[src/rtl/pipe_share_arb.sv]
// Round-robin arbiter sharing one DEPTH-stage register pipeline between N_REQ
// requesters; each word carries its requester id. Supports stall, drain, flush.
module pipe_share_arb #(
    parameter int N_REQ = 4,
    parameter int DW    = 8,
    parameter int DEPTH = 3
) (
    input  logic                           clk,
    input  logic                           rst,
    input  logic [N_REQ-1:0]               req,
    input  logic [N_REQ*DW-1:0]            req_data,
    output logic [N_REQ-1:0]               gnt,
    output logic                           out_valid,
    output logic [DW-1:0]                  out_data,
    output logic [$clog2(N_REQ)-1:0]       out_id,
    input  logic                           out_ready,
    input  logic                           drain_req,
    input  logic                           flush,
    output logic                           drain_done,
    output logic                           busy,
    output logic [$clog2(DEPTH+1)-1:0]     occupancy
);

    localparam int IDW = $clog2(N_REQ);
    localparam int OW  = $clog2(DEPTH + 1);
    localparam int unsigned NR = N_REQ;

    typedef enum logic [1:0] {IDLE, RUN, HOLD, DRAIN} state_t;

    state_t           state;
    logic [IDW-1:0]   ptr;
    logic [DEPTH-1:0] stg_valid;
    logic [DW-1:0]    stg_data [DEPTH];
    logic [IDW-1:0]   stg_id   [DEPTH];

    logic             stall;
    logic             advance;
    logic             grants_en;
    logic             any_gnt;
    logic [IDW-1:0]   gnt_idx;
    logic [DEPTH-1:0] valid_nxt;
    logic [OW-1:0]    occ_nxt;
    int unsigned      rr_idx;

    always_comb begin
        stall     = stg_valid[DEPTH-1] && !out_ready;
        advance   = !stall;
        grants_en = (state == IDLE) || (state == RUN);
        any_gnt   = 1'b0;
        gnt_idx   = '0;
        rr_idx    = 0;
        gnt       = '0;
        // First requesting index at or after ptr, wrapping modulo N_REQ
        if (advance && grants_en && !flush && !rst) begin
            for (int unsigned off = 0; off < NR; off++) begin
                rr_idx = (32'(ptr) + off) % NR;
                if (!any_gnt && req[rr_idx[IDW-1:0]]) begin
                    any_gnt = 1'b1;
                    gnt_idx = rr_idx[IDW-1:0];
                end
            end
        end
        if (any_gnt) gnt[gnt_idx] = 1'b1;

        valid_nxt = stg_valid;
        if (flush) begin
            valid_nxt = '0;
        end else if (advance) begin
            valid_nxt[0] = any_gnt;
            for (int unsigned i = 1; i < DEPTH; i++) valid_nxt[i] = stg_valid[i-1];
        end
        occ_nxt = '0;
        for (int unsigned i = 0; i < DEPTH; i++) occ_nxt = occ_nxt + OW'(valid_nxt[i]);
    end

    always_ff @(posedge clk or posedge rst) begin
        if (rst) begin
            stg_valid <= '0;
            occupancy <= '0;
            ptr       <= '0;
            for (int unsigned i = 0; i < DEPTH; i++) begin
                stg_data[i] <= '0;
                stg_id[i]   <= '0;
            end
        end else begin
            stg_valid <= valid_nxt;
            occupancy <= occ_nxt;
            if (advance) begin
                stg_data[0] <= req_data[32'(gnt_idx)*DW +: DW];
                stg_id[0]   <= gnt_idx;
                for (int unsigned i = 1; i < DEPTH; i++) begin
                    stg_data[i] <= stg_data[i-1];
                    stg_id[i]   <= stg_id[i-1];
                end
            end
            if (any_gnt) ptr <= (gnt_idx == IDW'(N_REQ - 1)) ? '0 : gnt_idx + 1'b1;
        end
    end

    always_ff @(posedge clk or posedge rst) begin
        if (rst) begin
            state      <= IDLE;
            drain_done <= 1'b0;
        end else begin
            drain_done <= 1'b0;
            if (flush) begin
                state <= IDLE;
                if (state == DRAIN || drain_req) drain_done <= 1'b1;
            end else begin
                case (state)
                    IDLE: begin
                        if (drain_req)    state <= DRAIN;
                        else if (any_gnt) state <= RUN;
                    end
                    RUN: begin
                        if (drain_req)                           state <= DRAIN;
                        else if (stall)                          state <= HOLD;
                        else if (occ_nxt == '0 && req == '0)     state <= IDLE;
                    end
                    HOLD: begin
                        if (drain_req)   state <= DRAIN;
                        else if (!stall) state <= RUN;
                    end
                    DRAIN: begin
                        if (occ_nxt == '0) begin
                            drain_done <= 1'b1;
                            state      <= IDLE;
                        end
                    end
                    default: state <= IDLE;
                endcase
            end
        end
    end

    assign busy      = (state != IDLE);
    assign out_valid = stg_valid[DEPTH-1];
    assign out_data  = stg_data[DEPTH-1];
    assign out_id    = stg_id[DEPTH-1];

endmodule

[config.mk]
export PLATFORM = sky130hd
export DESIGN_NAME = pipe_share_arb
export DESIGN_NICKNAME = d
export VERILOG_FILES = /design/src/rtl/pipe_share_arb.sv
export SDC_FILE = /design/constraint.sdc
export NUM_CORES = 1
export LEC_CHECK = 0
export ABC_AREA = 1
export CAP_MARGIN = 25
export CORE_MARGIN = 1.5
export CORE_UTILIZATION = 34
export CTS_BUF_LIST = sky130_fd_sc_hd__clkbuf_2
export DETAILED_ROUTE_END_ITERATION = 16
export SKIP_LAST_GASP = 1
export SYNTH_ARGS = -nofsm -noshare
export SYNTH_HDL_FRONTEND = slang
export SYNTH_SLANG_ARGS = --single-unit
[constraint.sdc]
create_clock -name clk -period 3.4 [get_ports clk]
set_clock_uncertainty 0.1 [all_clocks]
set_input_delay 0.68 -clock clk [delete_from_list [all_inputs] [get_ports clk]]
set_output_delay 0.68 -clock clk [all_outputs]
set_load 0.005 [all_outputs]
==> run summary <==
Num rows: 31
CTS tree: built
Final nets: 473
Worst slew pin tran: 0.492 ns
Pwr Density: 591 nW/um2
Final Hold Viols: 0
P&R area growth vs syn: 32.2%
Cell Area, Placed: 3220 um2
Yosys warns: 0
DR vias: 2374
Inst Count DP: 511
Vias in the first global route: 2136
CTS Buf Count: 5
Total negative slack: 0 ns
M1 GR Usage: 19.9%
Clk sinks: 40
Largest net degree at the start of global routing: 41
Reg2Reg Depth: 13
Drt pass-1 iters: 4
Pleak: 1.80 nW
Core Region: 7250 um2
ANT nets after route: 0
Initial antenna violation count: 0
Die ar.: 7990 um2
Seq/Total Area, Yosys: 39.5%
Drt wl/cell: 11.1 um
Total track usage: 14.9%
PortBufs: 59
Syn avg cell area: 7.08 um2
Clock transition at path regs: 0.19 ns
Worst-Skew Late Latency: 0.38 ns
Worst setup margin: 0.0995 ns
Share of cells above drive strength 1: 17.1%
Gpl congestion: 0.830
Crit path capture type: primary output
Worst Path Required: 2.62 ns
Status: finished clean
Hold Crit Depth: 2
Final Critical Period: 3.30 ns
Placed wire-length estimate: 4270 um
Tcrit/Tclk final: 97.1%
Fmax: 0.303 GHz
Post-synth net total: 404
Worst Path Class, Setup: in -> out
Layer with the highest usage: met2
Max-cap violations: 0
Final Cell Area: 3350 um2
Drt initial violations: 155
Startpoint Class: input pin
Vias per inst: 4.50
H-Tree Depth: 2
Detailed Route WL: 5880 um
Die Wd: 89.4 um
Max Root-Sink Buffers: 2
Number of synthesized register bits: 40
GR Util met3: 2.22%
Distinct cell type count after synthesis: 29
Commonest cells after routing, fill and taps aside: 123 x nand2_1, 58 x inv_1, 55 x clkdlybuf4s50_1
Initial Utilization: 35.0%
Total gr overflow: 0
First-pass GRT wire length: 9340 um
CTS root buf: clkbuf_2
Final setup fails: 0
Worst slack at placement: -0.263 ns
# DRC: 0
Mapped cell area: 2540 um2
# IOs: 60
CP arrival: 2.52 ns
Die Span Y: 89.4 um
Worst min path class: reg -> reg
Pins Over Slew Limit: 0
VDD IR-drop max: 0.250 mV
Max-slew headroom: 67.2%
Non-Filler Instances: 527
Number of antenna diodes: 0
Post-Route Utilization: 46.2%
Cells after synthesis: 358
Filler cells: 763
Hold-fix buffers, CTS: 0
Largest fanout on the critical path: 3
Most common cell after layout, fill and taps aside: nand2_1
Grt met2 use: 24.9%
synthesized netlist by cell type, drive strengths merged:
cell type | count | area, um2
nand2 | 137 | 559
inv | 66 | 250
dfrtp | 40 | 1000
nand3 | 28 | 168
nand4 | 19 | 119
buf | 17 | 144
nor2 | 16 | 70.1
o21ai | 15 | 75.1
clkbuf | 6 | 22.5
a21oi | 4 | 23.8
ha | 4 | 50.1
a22oi | 1 | 7.51
a31oi | 1 | 6.26
fa | 1 | 20.0
nor3 | 1 | 5.00
o221ai | 1 | 8.76
or2 | 1 | 6.26
routing by layer:
layer / up-vias / wire [um]
li1: 1224 / -
met1: 1070 / 2630
met2: 70 / 2880
met3: 10 / 256
met4: 0 / 111
met5: - / 0
repair_timing:
item | 4_1_cts | 5_1_grt
setup buffers | 3 | 5
gates resized for setup | 8 | 14
pin swaps | 3 | 2
setup endpoints to repair | 4 | 3
state kept, by name (all words and copies together) (netlist names):
signal,count
out_id,2
ptr,2
out_data,8
stg_id,4
drain_done,1
stg_data,16
stg_valid,3
occupancy,2
state,2
worst max-delay path, stage by stage:
cell and delay, ns:
clkdlybuf4s50_1 0.50, inv_2 0.06, nand2_1 0.06, nand2_1 0.10, o21ai_2 0.20, nand3_4 0.12, nand3_2 0.09, nand2_2 0.08
buf_4 0.15, inv_4 0.05, ha_1 0.13, inv_1 0.05, nor2_2 0.14, clkbuf_2 0.13
final timing paths:
path | start | endpoint | slack (ns)
worst max-delay path | req[2] | gnt[2] | 0.1
worst max register to register | stg_valid[2]$_DFF_PP0_ | state[0]$_DFFE_PP0P_ | 0.63
worst min-delay path | stg_data[12]$_DFFE_PP0N_ | out_data[4]$_DFFE_PP0N_ | 0.38
min in group asynchronous | rst | out_data[3]$_DFFE_PP0N_ | 0.70
worst min register to register | stg_data[12]$_DFFE_PP0N_ | out_data[4]$_DFFE_PP0N_ | 0.38
max in group asynchronous | rst | ptr[0]$_DFFE_PP0N_ | 2.14
metrics by stage:
step,hold WS [ns],total power [mW]
floorplan,0.342,1.41
global placement,0.354,1.64
detailed placement,0.352,1.67
CTS,0.380,1.89
global route,0.415,2.16
finish,0.380,1.98
cell families after synthesis:
kind of cell	Yosys count	synth area share, %
simple gates	202	36.6
buf+inv	89	16.4
flops	40	39.5
compound gates	22	4.79
fa+ha+maj	5	2.76
area by class of cell:
class / count / area [um2] / area share [%]
multi-input cells: 229 / 1160 / 34.5
flip-flops and latches: 40 / 1000 / 29.9
repair buffers: 85 / 773 / 23.1
inverters: 66 / 254 / 7.58
well taps: 99 / 124 / 3.70
clock buffers: 6 / 30.0 / 0.896
clock inverters: 2 / 11.3 / 0.336
report_power, final:
group	leakage [nW]	internal (mW)	switching, mW
sequential	0.491	0.624	0.0935
clock	0.0266	0.0514	0.147
combinational	1.29	0.469	0.596
Power figures use the tool's default switching activity.
